### src/rtl/bm3d_pkg.sv
// Shared constants, coordinate type and scheduler state encoding for the
// BM3D block scheduler.
package bm3d_pkg;

    localparam int unsigned DEF_IMG_W      = 640;
    localparam int unsigned DEF_IMG_H      = 480;
    localparam int unsigned DEF_BLK        = 8;
    localparam int unsigned DEF_STEP       = 3;
    localparam int unsigned DEF_CW         = 11;
    localparam int unsigned DEF_PEND_DEPTH = 4;

    typedef logic [DEF_CW-1:0] coord_t;

    typedef enum logic {
        S_IDLE  = 1'b0,
        S_ISSUE = 1'b1
    } sched_state_e;

endpackage

### src/rtl/bm3d_sync_fifo.sv
// Synchronous FIFO with flush, full/empty and simultaneous push/pop.
// A push into a full FIFO succeeds when a pop happens in the same cycle.
// peek exposes the entry behind the head so a consumer can chain entries.
module bm3d_sync_fifo #(
    parameter int unsigned W     = 8,
    parameter int unsigned DEPTH = 4
) (
    input  logic         clk,
    input  logic         rst,
    input  logic         flush,
    input  logic         push,
    input  logic [W-1:0] din,
    input  logic         pop,
    output logic [W-1:0] dout,
    output logic [W-1:0] peek,
    output logic [$clog2(DEPTH):0] count,
    output logic         full,
    output logic         empty
);
    localparam int unsigned AW = $clog2(DEPTH);

    logic [W-1:0]  mem [DEPTH];
    logic [AW-1:0] rd_ptr;
    logic [AW-1:0] wr_ptr;
    logic          push_ok;
    logic          pop_ok;

    assign full    = (count == (AW+1)'(DEPTH));
    assign empty   = (count == '0);
    assign pop_ok  = pop && !empty;
    assign push_ok = push && (!full || pop_ok);
    assign dout    = mem[rd_ptr];
    assign peek    = mem[rd_ptr + AW'(1)];

    // Storage array, written on accepted pushes only
    always_ff @(posedge clk) begin
        if (push_ok && !flush) begin
            mem[wr_ptr] <= din;
        end
    end

    // Pointer and occupancy bookkeeping
    always_ff @(posedge clk) begin
        if (rst || flush) begin
            rd_ptr <= '0;
            wr_ptr <= '0;
            count  <= '0;
        end else begin
            if (push_ok) wr_ptr <= wr_ptr + AW'(1);
            if (pop_ok)  rd_ptr <= rd_ptr + AW'(1);
            case ({push_ok, pop_ok})
                2'b10:   count <= count + (AW+1)'(1);
                2'b01:   count <= count - (AW+1)'(1);
                default: count <= count;
            endcase
        end
    end

endmodule

### src/rtl/bm3d_blk_sched.sv
// BM3D block scheduler: counts camera rows, queues stripe top rows and
// issues one (x0, y0) job per reference block over valid/ready.
// Optional macro BM3D_SCHED_STAT_EN adds the stat_jobs accepted-job counter.
module bm3d_blk_sched
    import bm3d_pkg::*;
#(
    parameter int unsigned IMG_W      = DEF_IMG_W,
    parameter int unsigned IMG_H      = DEF_IMG_H,
    parameter int unsigned BLK        = DEF_BLK,
    parameter int unsigned STEP       = DEF_STEP,
    parameter int unsigned CW         = DEF_CW,
    parameter int unsigned PEND_DEPTH = DEF_PEND_DEPTH
) (
    input  logic          clk,
    input  logic          rst,
    input  logic          vsync,
    input  logic          href,
    input  logic          cmos_de,
    output logic          job_valid,
    input  logic          job_ready,
    output logic [CW-1:0] job_x,
    output logic [CW-1:0] job_y,
    output logic          job_last,
    output logic          busy,
    output logic          frame_done,
    output logic          ovf_err,
    output logic          abort_err
`ifdef BM3D_SCHED_STAT_EN
   ,output logic [19:0]   stat_jobs
`endif
);
    localparam logic [CW-1:0] LAST_X  = CW'(IMG_W - BLK);
    localparam logic [CW-1:0] LAST_Y  = CW'(IMG_H - BLK);
    localparam logic [CW-1:0] LAST_R  = CW'(IMG_H - 1);
    localparam logic [CW-1:0] FIRST_R = CW'(BLK - 1);
    localparam int unsigned   MW      = (STEP > 1) ? $clog2(STEP) : 1;

    logic          vsync_q, href_q, de_seen;
    logic [CW-1:0] row;
    logic [MW-1:0] mphase;
    logic          push_pend;
    logic [CW-1:0] push_y;
    logic          vs_rise, hr_fall, row_done;

    sched_state_e  state, state_n;
    logic [CW-1:0] x_cur, x_n, y_cur, y_n, next_x;
    logic [CW:0]   x_step;
    logic          hs, last_col, pop, push_fire, next_avail;
    logic [CW-1:0] fifo_dout, fifo_peek;
    logic [$clog2(PEND_DEPTH):0] fifo_count;
    logic          fifo_full, fifo_empty;

    assign vs_rise  = vsync && !vsync_q;
    assign hr_fall  = href_q && !href;
    assign row_done = hr_fall && de_seen && (row <= LAST_R) && !vs_rise;

    // Camera timing front end: edge detect, row counting, stripe eligibility
    always_ff @(posedge clk) begin
        if (rst) begin
            vsync_q   <= 1'b0;
            href_q    <= 1'b0;
            de_seen   <= 1'b0;
            row       <= '0;
            mphase    <= '0;
            push_pend <= 1'b0;
            push_y    <= '0;
        end else begin
            vsync_q   <= vsync;
            href_q    <= href;
            push_pend <= 1'b0;
            if (vs_rise) begin
                row     <= '0;
                mphase  <= '0;
                de_seen <= 1'b0;
            end else begin
                if (hr_fall)               de_seen <= 1'b0;
                else if (href && cmos_de)  de_seen <= 1'b1;
                if (row_done) begin
                    row <= row + CW'(1);
                    if (row >= FIRST_R) begin
                        mphase    <= (mphase == MW'(STEP - 1)) ? '0 : mphase + MW'(1);
                        push_pend <= (mphase == '0) || (row == LAST_R);
                        push_y    <= row - FIRST_R;
                    end
                end
            end
        end
    end

    assign job_valid = (state == S_ISSUE);
    assign job_x     = x_cur;
    assign job_y     = y_cur;
    assign last_col  = (x_cur == LAST_X);
    assign job_last  = job_valid && last_col && (y_cur == LAST_Y);
    assign hs        = job_valid && job_ready;
    assign pop       = hs && last_col;
    assign push_fire = push_pend && !vs_rise && (!fifo_full || pop);
    assign busy      = (state != S_IDLE) || !fifo_empty;

    // A stripe pushed while the only entry is popped is not yet visible
    // through peek, so it is forwarded directly to avoid a bubble.
    assign next_avail = (fifo_count >= 2) || push_fire;
    assign x_step     = {1'b0, x_cur} + (CW+1)'(STEP);
    assign next_x     = (x_step > {1'b0, LAST_X}) ? LAST_X : x_step[CW-1:0];

    bm3d_sync_fifo #(
        .W     (CW),
        .DEPTH (PEND_DEPTH)
    ) u_pend (
        .clk   (clk),
        .rst   (rst),
        .flush (vs_rise),
        .push  (push_pend && !vs_rise),
        .din   (push_y),
        .pop   (pop),
        .dout  (fifo_dout),
        .peek  (fifo_peek),
        .count (fifo_count),
        .full  (fifo_full),
        .empty (fifo_empty)
    );

    // Issue FSM state and coordinate registers
    always_ff @(posedge clk) begin
        if (rst) begin
            state <= S_IDLE;
            x_cur <= '0;
            y_cur <= '0;
        end else begin
            state <= state_n;
            x_cur <= x_n;
            y_cur <= y_n;
        end
    end

    // Issue FSM next state: walk columns, chain stripes, abort on vsync
    always_comb begin
        state_n = state;
        x_n     = x_cur;
        y_n     = y_cur;
        case (state)
            S_IDLE: begin
                if (!fifo_empty) begin
                    state_n = S_ISSUE;
                    x_n     = '0;
                    y_n     = fifo_dout;
                end
            end
            S_ISSUE: begin
                if (hs) begin
                    if (!last_col) begin
                        x_n = next_x;
                    end else if (next_avail) begin
                        x_n = '0;
                        y_n = (fifo_count >= 2) ? fifo_peek : push_y;
                    end else begin
                        state_n = S_IDLE;
                    end
                end
            end
            default: state_n = S_IDLE;
        endcase
        if (vs_rise) state_n = S_IDLE;
    end

    // Completion pulse and sticky error flags
    always_ff @(posedge clk) begin
        if (rst) begin
            frame_done <= 1'b0;
            ovf_err    <= 1'b0;
            abort_err  <= 1'b0;
        end else begin
            frame_done <= hs && job_last;
            if (push_pend && !vs_rise && fifo_full && !pop) ovf_err <= 1'b1;
            if (vs_rise && (!fifo_empty || state == S_ISSUE)) abort_err <= 1'b1;
        end
    end

`ifdef BM3D_SCHED_STAT_EN
    logic [19:0] stat_cnt;
    logic [19:0] stat_inc;

    assign stat_inc = (stat_cnt == '1) ? stat_cnt : stat_cnt + 20'd1;

    // Accepted-job counter; the frame total is captured with the last job
    always_ff @(posedge clk) begin
        if (rst) begin
            stat_cnt  <= '0;
            stat_jobs <= '0;
        end else begin
            if (hs && job_last) stat_jobs <= stat_inc;
            if (vs_rise || (hs && job_last)) stat_cnt <= '0;
            else if (hs)                     stat_cnt <= stat_inc;
        end
    end
`endif

endmodule

### config.mk
export PLATFORM = sky130hd
export DESIGN_NAME = bm3d_blk_sched
export DESIGN_NICKNAME = d
export VERILOG_FILES = /design/src/rtl/bm3d_pkg.sv /design/src/rtl/bm3d_sync_fifo.sv /design/src/rtl/bm3d_blk_sched.sv
export SDC_FILE = /design/constraint.sdc
export NUM_CORES = 1
export LEC_CHECK = 0
export CORE_MARGIN = 3
export CORE_UTILIZATION = 56
export DETAILED_ROUTE_END_ITERATION = 10
export DONT_BUFFER_PORTS = 1
export PLACE_DENSITY = 0.75
export REMOVE_ABC_BUFFERS = 1
export SLEW_MARGIN = 20
export SYNTH_ARGS = -nofsm -noshare
export SYNTH_HDL_FRONTEND = slang
export SYNTH_SLANG_ARGS = --single-unit
### constraint.sdc
create_clock -name clk -period 4.6 [get_ports clk]
set_clock_uncertainty 0.1 [all_clocks]
set_input_delay 0.46 -clock clk [delete_from_list [all_inputs] [get_ports clk]]
set_output_delay 0.46 -clock clk [all_outputs]
set_load 0.05 [all_outputs]
**Word-level counts from Yosys, hierarchy flattened**

Memory sizes are Yosys's and may differ from the RTL's. A register that Yosys moved wholly into a read port is not among the register bits.
Cells that the tools add are included.

- Add/subtract/negate cells: 8
- Multipliers: 0
- Divide/modulo/power cells: 0
- Magnitude comparators: 4
- Eq/ne operators: 12
- Shifts and indexed selects: 0
- Mux-type cells: 23
- Bitwise gates (word level): 4
- Reduce and logical (&&, ||, !) cells: 41

Operators by type and width:

| operator | count |
|---|---|
| $mux W11 | 10 |
| $pmux W11 S2 | 2 |
| $eq A11 B9 Y1 const B | 2 |
| $logic_and A1 B1 Y1 | 19 |
| $add A11 B2 Y12 const B | 1 |
| $gt A12 B10 Y1 const B | 1 |
| $add A11 B1 Y11 const B | 1 |
| $eq A11 B10 Y1 const B | 1 |
| $ge A11 B3 Y1 const B | 1 |
| $le A11 B9 Y1 const B | 1 |
| $sub A11 B3 Y11 const B | 1 |
| $add A2 B1 Y2 const B | 3 |
| $logic_not A1 Y1 | 6 |
| $logic_or A1 B1 Y1 | 6 |
| $mux W1 | 6 |
| $mux W2 | 3 |
| $ne A2 B1 Y1 const B | 3 |
| $pmux W3 S2 | 1 |
| $reduce_and A3 Y1 | 2 |
| $eq A2 B2 Y1 const B | 2 |
| $not A1 Y1 | 4 |
| $reduce_and A4 Y1 | 1 |
| $reduce_or A4 Y1 | 1 |
| $add A3 B1 Y3 const B | 1 |
| other kinds (13) | 13 |

- Register bits after elaboration: 61
- Bits in latches: 0
- RAM bits: 44
- ROM bits: 0
- Input port bits: 6
- Logic and storage cells: 109
- Memories kept: 1

Memory list:

| memory | depth | bits a word | rd ports | clocked after Yosys merged registers in | wr ports | line | RTL |
|---|---|---|---|---|---|---|---|
| u_pend.mem | 4 | 11 | 2 | 1 | 1 | bm3d_sync_fifo.sv:22 | `logic [W-1:0] mem [DEPTH];` |

**Logic depth before layout (Yosys ltp)**

- Depth after elaboration: 10
- Depth in mapped cells: 11
- Mapped depth without buffers: 11

**Modules after synthesis**

A second synthesis with hierarchy kept.

- Cells, all modules: 498
- Area, all modules: 5396.4 µm²

By module, submodules not included:

| module | instances | cells an instance | area each (µm²) | sequential area each (µm²) |
|---|---|---|---|---|
| bm3d_blk_sched | 1 | 362 | 2974.1 | 1081.0 |
| bm3d_sync_fifo | 1 | 136 | 2422.3 | 1501.4 |

**Worst setup path before layout**

Ideal clock, no wire load.

- Path kind: register to output
- Start: register x_cur[3], in the netlist job_x[3]
- End: output port job_last
- Data arrival time: 3.015 ns
- Data required time: 4.040 ns
- Slack: 1.025 ns
- Stages on the path, launching flop included: 5
- Path buffers: 1
- Cell sequence: dfxtp_1 > clkbuf_1 > nor4b_2 > nand3_1 > nor4_1

- Longest elaborated chain between the ends: 3

Ends and longest elaborated chain:

| what | line | RTL |
|---|---|---|
| start: declaration | bm3d_blk_sched.sv:46 | `logic [CW-1:0] x_cur, x_n, y_cur, y_n, next_x;` |
| start signal: assignment | bm3d_blk_sched.sv:131 | `x_cur <= x_n;` |
| $eq A11 B10 Y1 | bm3d_blk_sched.sv:93 | `assign last_col = (x_cur == LAST_X);` |
| $logic_and A1 B1 Y1 (2 in a row) | bm3d_blk_sched.sv:94 | `assign job_last = job_valid && last_col && (y_cur == LAST_Y);` |
| end: declaration | bm3d_blk_sched.sv:23 | `output logic job_last,` |

No other way between the ends.

**Final worst setup path**

- Start: register x_cur[3], in the netlist job_x[3]
- End: register u_pend.count[2]

- Longest elaborated chain between the ends: 7
- Elaborated cells on any way between the ends: 9
- Those cells by class: eq/ne (3); mux (1); reduce/logical (5)

Ends and longest elaborated chain:

| what | line | RTL |
|---|---|---|
| $eq A11 B10 Y1 * | bm3d_blk_sched.sv:93 |  |
| $logic_and A1 B1 Y1 * | bm3d_blk_sched.sv:96 | `assign pop = hs && last_col;` |
| $logic_and A1 B1 Y1 * | bm3d_sync_fifo.sv:30 | `assign pop_ok = pop && !empty;` |
| $logic_or A1 B1 Y1 | bm3d_sync_fifo.sv:31 | `assign push_ok = push && (!full \|\| pop_ok);` |
| $logic_and A1 B1 Y1 | bm3d_sync_fifo.sv:31 |  |
| $eq A2 B1 Y1 or $eq A2 B2 Y1 (tied branches) | bm3d_sync_fifo.sv:51 | `case ({push_ok, pop_ok})` |
| $pmux W3 S2 or $reduce_bool A2 Y1 (tied branches) | n/a |  |
| end signal: assignment | bm3d_sync_fifo.sv:52 | `2'b10: count <= count + (AW+1)'(1);` |
| end signal: assignment | bm3d_sync_fifo.sv:53 | `2'b01: count <= count - (AW+1)'(1);` |
| end signal: assignment | bm3d_sync_fifo.sv:54 | `default: count <= count;` |
| end: declaration | bm3d_sync_fifo.sv:16 | `output logic [$clog2(DEPTH):0] count,` |

Mark *: on every way between the ends. The rest lies on a longest branch, timed or not.
A chain may end at the register's enable or synchronous reset.

==> flow_summary.ini <==
[run_status]
status = finished clean

[placement]
placed_cells = 559
place_ws_ps = 1410
gp_congestion = 0.884
port_buffers = 0
hpwlAfterDp_mm = 7.56

[drt]
vias_per_cell = 6.41
totalWireLength_mm = 10.9
drc = 0
drtAntennaViolNets = 0
drtIter0Drc = 248
vias = 3692
wire_per_inst_microns = 18.9
drtPass1Iterations = 5

[sta]
finalSetupTns_ps = 0
worst_slew_pin_slew_ps = 1010
setup_slack_ps = 1340
worst_hold_slack_ps = 57.5
relSlewSlack_pct = 32.2
fmax_mhz = 307
setup_viol = 0
rsz0062_at_grt = false
period_share_pct = 70.9
drv_slew = 0
finalHoldViolCount = 0
period_needed_ps = 3260

[clock_tree]
clock_path_buffers = 2
path_clk_slew_ps = 100
cts_resized = 0
htreeDepth = 3
cts_hold_buf = 0
postCtsSetupRepairBufs = 0
clk-insertion-delay-late_ps = 360
cts-root-buf = clkbuf_8
cts_tree = built
clock-sinks = 107
cts_buffers = 9

[yosys]
synthMuxAreaShare_pct = 12.1
synth_xor_area_share_pct = 3.88
synth-simple-area-share_pct = 15.2
synthCells = 481
yosysWarnings = 0
synth_compound_area_share_pct = 12.8
yosys.cell_types.count = 58
synth_edf_count = 44
avgSynthCellArea_sq_um = 10.8
synth-main-ff-cell = dfxtp_1
synthAdderAreaFrac_pct = 2.32
ys_seq_area_share_pct = 49.8
yosys_register_bits = 107
synth_top_family_by_area = simple AND/OR/NAND/NOR gates
syn-cell-area_sq_um = 5190
async_flop_share_pct = 0

[pwr]
p_sw_uw = 326
internal_power_mw = 1.27
leakage_nw = 1.89
clockPowerShare_pct = 37.8
p_sw_share_pct = 20.5
power_frac_comb_pct = 0.6
ir_drop_mv = 0.152
seq_power_share_pct = 61.6
power_density_nw_per_um2 = 293

[floorplanning]
die_w_microns = 102
dieArea_sq_um = 10500
num_rows = 34
core_area_sq_um = 8850
initial_core_util_pct = 58.6
die_h_microns = 102
io_pins = 34

[hold_path]
min-delay-path-class = in2reg

[critical_path]
crit_fanout = 11
cp-end-kind = flip-flop
cpPeakStageDelay_ps = 840
path_class = reg2reg
crit_chain = nor4b_2, nand4b_1, nor2_1, nand2_1, fa_1, o31ai_1, xnor2_1, nor2_1
crit_slowest_cell = dfxtp_1
crit_arrival_ps = 3380
cp_common_cell = nor2_1
crit_buf_inv = 0
critical_path.top_delay_family = simple AND/OR/NAND/NOR gates
start_kind = flip-flop
worst_ep_required_time_ps = 4720

[grt]
grt_start_max_net_pins = 36
overflow = 0
grt_pass1_wl_mm = 17.8
grt_usage_pct = 21.7
antenna_found_initial = 0
grt_pass1_vias = 3472

[final_layout]
fillers = 727
final_nets = 478
n_antenna_cell = 0
drive_gt1_share_pct = 10.9
fin_cells = 576
syn2layout_area_growth_pct = 4.82

[job]
maxCapViolCount = 0
## state kept, by name, indices dropped and copies added, names as in the netlist, 2 cells and up, named ones only
register / flops
mphase: 2
job_y: 11
job_x: 11
push_y: 11
u_pend.rd_ptr: 2
u_pend.count: 3
u_pend.wr_ptr: 2
u_pend.mem: 44
row: 11
## cells in the mapped netlist (4+ instances only)
cell | number | share of area (%)
a21oi_1 | 21 | 2.0
a311o_1 | 12 | 2.3
a31oi_1 | 6 | 0.72
and2_1 | 7 | 0.84
and3_1 | 7 | 0.84
buf_2 | 4 | 0.39
clkbuf_1 | 26 | 1.9
dfxtp_1 | 63 | 24
edfxtp_1 | 44 | 25
ha_1 | 8 | 1.9
inv_1 | 15 | 1.1
mux2i_1 | 12 | 2.3
mux4_2 | 22 | 9.6
nand2_1 | 39 | 2.8
nand3_1 | 9 | 0.87
nand4b_1 | 5 | 0.84
nor2_1 | 59 | 4.3
nor2b_1 | 5 | 0.60
nor3_1 | 11 | 1.1
o21ai_0 | 29 | 2.8
xnor2_1 | 12 | 2.0
xor2_1 | 11 | 1.9
## worst paths after layout
path | endpoint | slack (ps) | cells past startpoint | from
setup / recovery | u_pend.count[2] | 1340 | 8 | job_x[3]
hold / removal | job_y[7] | 60 | 1 | rst
setup reg to reg | u_pend.count[2] | 1340 | 8 | job_x[3]
hold reg to reg | mphase[1] | 380 | 2 | mphase[1]
## final cells by class
type / count / area [sq um] / area share, %
clock buffer: 13 / 191 / 3.52
tap: 108 / 135 / 2.49
sequential: 107 / 2580 / 47.5
clock inverter: 3 / 23.8 / 0.437
inverter: 15 / 56.3 / 1.04
timing repair buffer: 5 / 41.3 / 0.759
multi-input combinational: 325 / 2410 / 44.3
## power by group through the flow
stage / Sequential, mW / Combinational (mW) / Clock [mW]
after global routing: 0.981 / 0.0105 / 0.653
final: 0.980 / 0.00940 / 0.601
after global placement: 1.00 / 0.00931 / 0
after detailed placement: 1.00 / 0.00944 / 0
after floorplan: 1.00 / 0.00676 / 0
after CTS: 0.980 / 0.00952 / 0.613
## metal layers
metal | vias up | global-route usage [%] | share of wire, %
met5 | - | 0 | 0
met1 | 1780 | 31.9 | 45
met3 | 10 | 4.51 | 8.5
met4 | 0 | 5.05 | 0.92
met2 | 164 | 33.4 | 46
li1 | 1738 | - | -
## kinds of logic after synthesis
group / Yosys count
and+or+nand+nor: 161
DFF: 107
AOI/OAI and AO/OA: 97
buffers and inverters: 49
muxes: 35
xor gates and xnor gates: 23
adders and majority gates: 9
## per-stage QoR
stage                     power (mW)  instance area (sq um)  utilization [%]
final                           1.59                   5440             61.5
after global routing            1.64                   5440             61.5
after CTS                       1.60                   5430             61.3
after detailed placement        1.01                   5210             58.9
after global placement          1.01                   5210             58.9
after floorplan                 1.01                   5040                -
## worst reg2reg max path: stages, from the launching register on
cell,delay (ps)
dfxtp_1,840
nor4b_2,490
nand4b_1,240
nor2_1,380
nand2_1,120
fa_1,400
o31ai_1,330
xnor2_1,160
nor2_1,50
## cell usage in the layout (no fill, tap or decap), drive strengths merged, types with 4 or more instances in the layout
cell type	instances
and2	7
nor3	11
xnor2	12
a31oi	6
mux4	22
nor4b	4
mux2i	12
o21ai	29
nor2	59
clkbuf	13
nand4b	5
nor2b	5
and3	7
nand3	9
a311o	12
ha	8
a21oi	22
xor2	11
dfxtp	63
edfxtp	44
inv	18
buf	5
nand2	39
(Power assumes the default switching activity.)
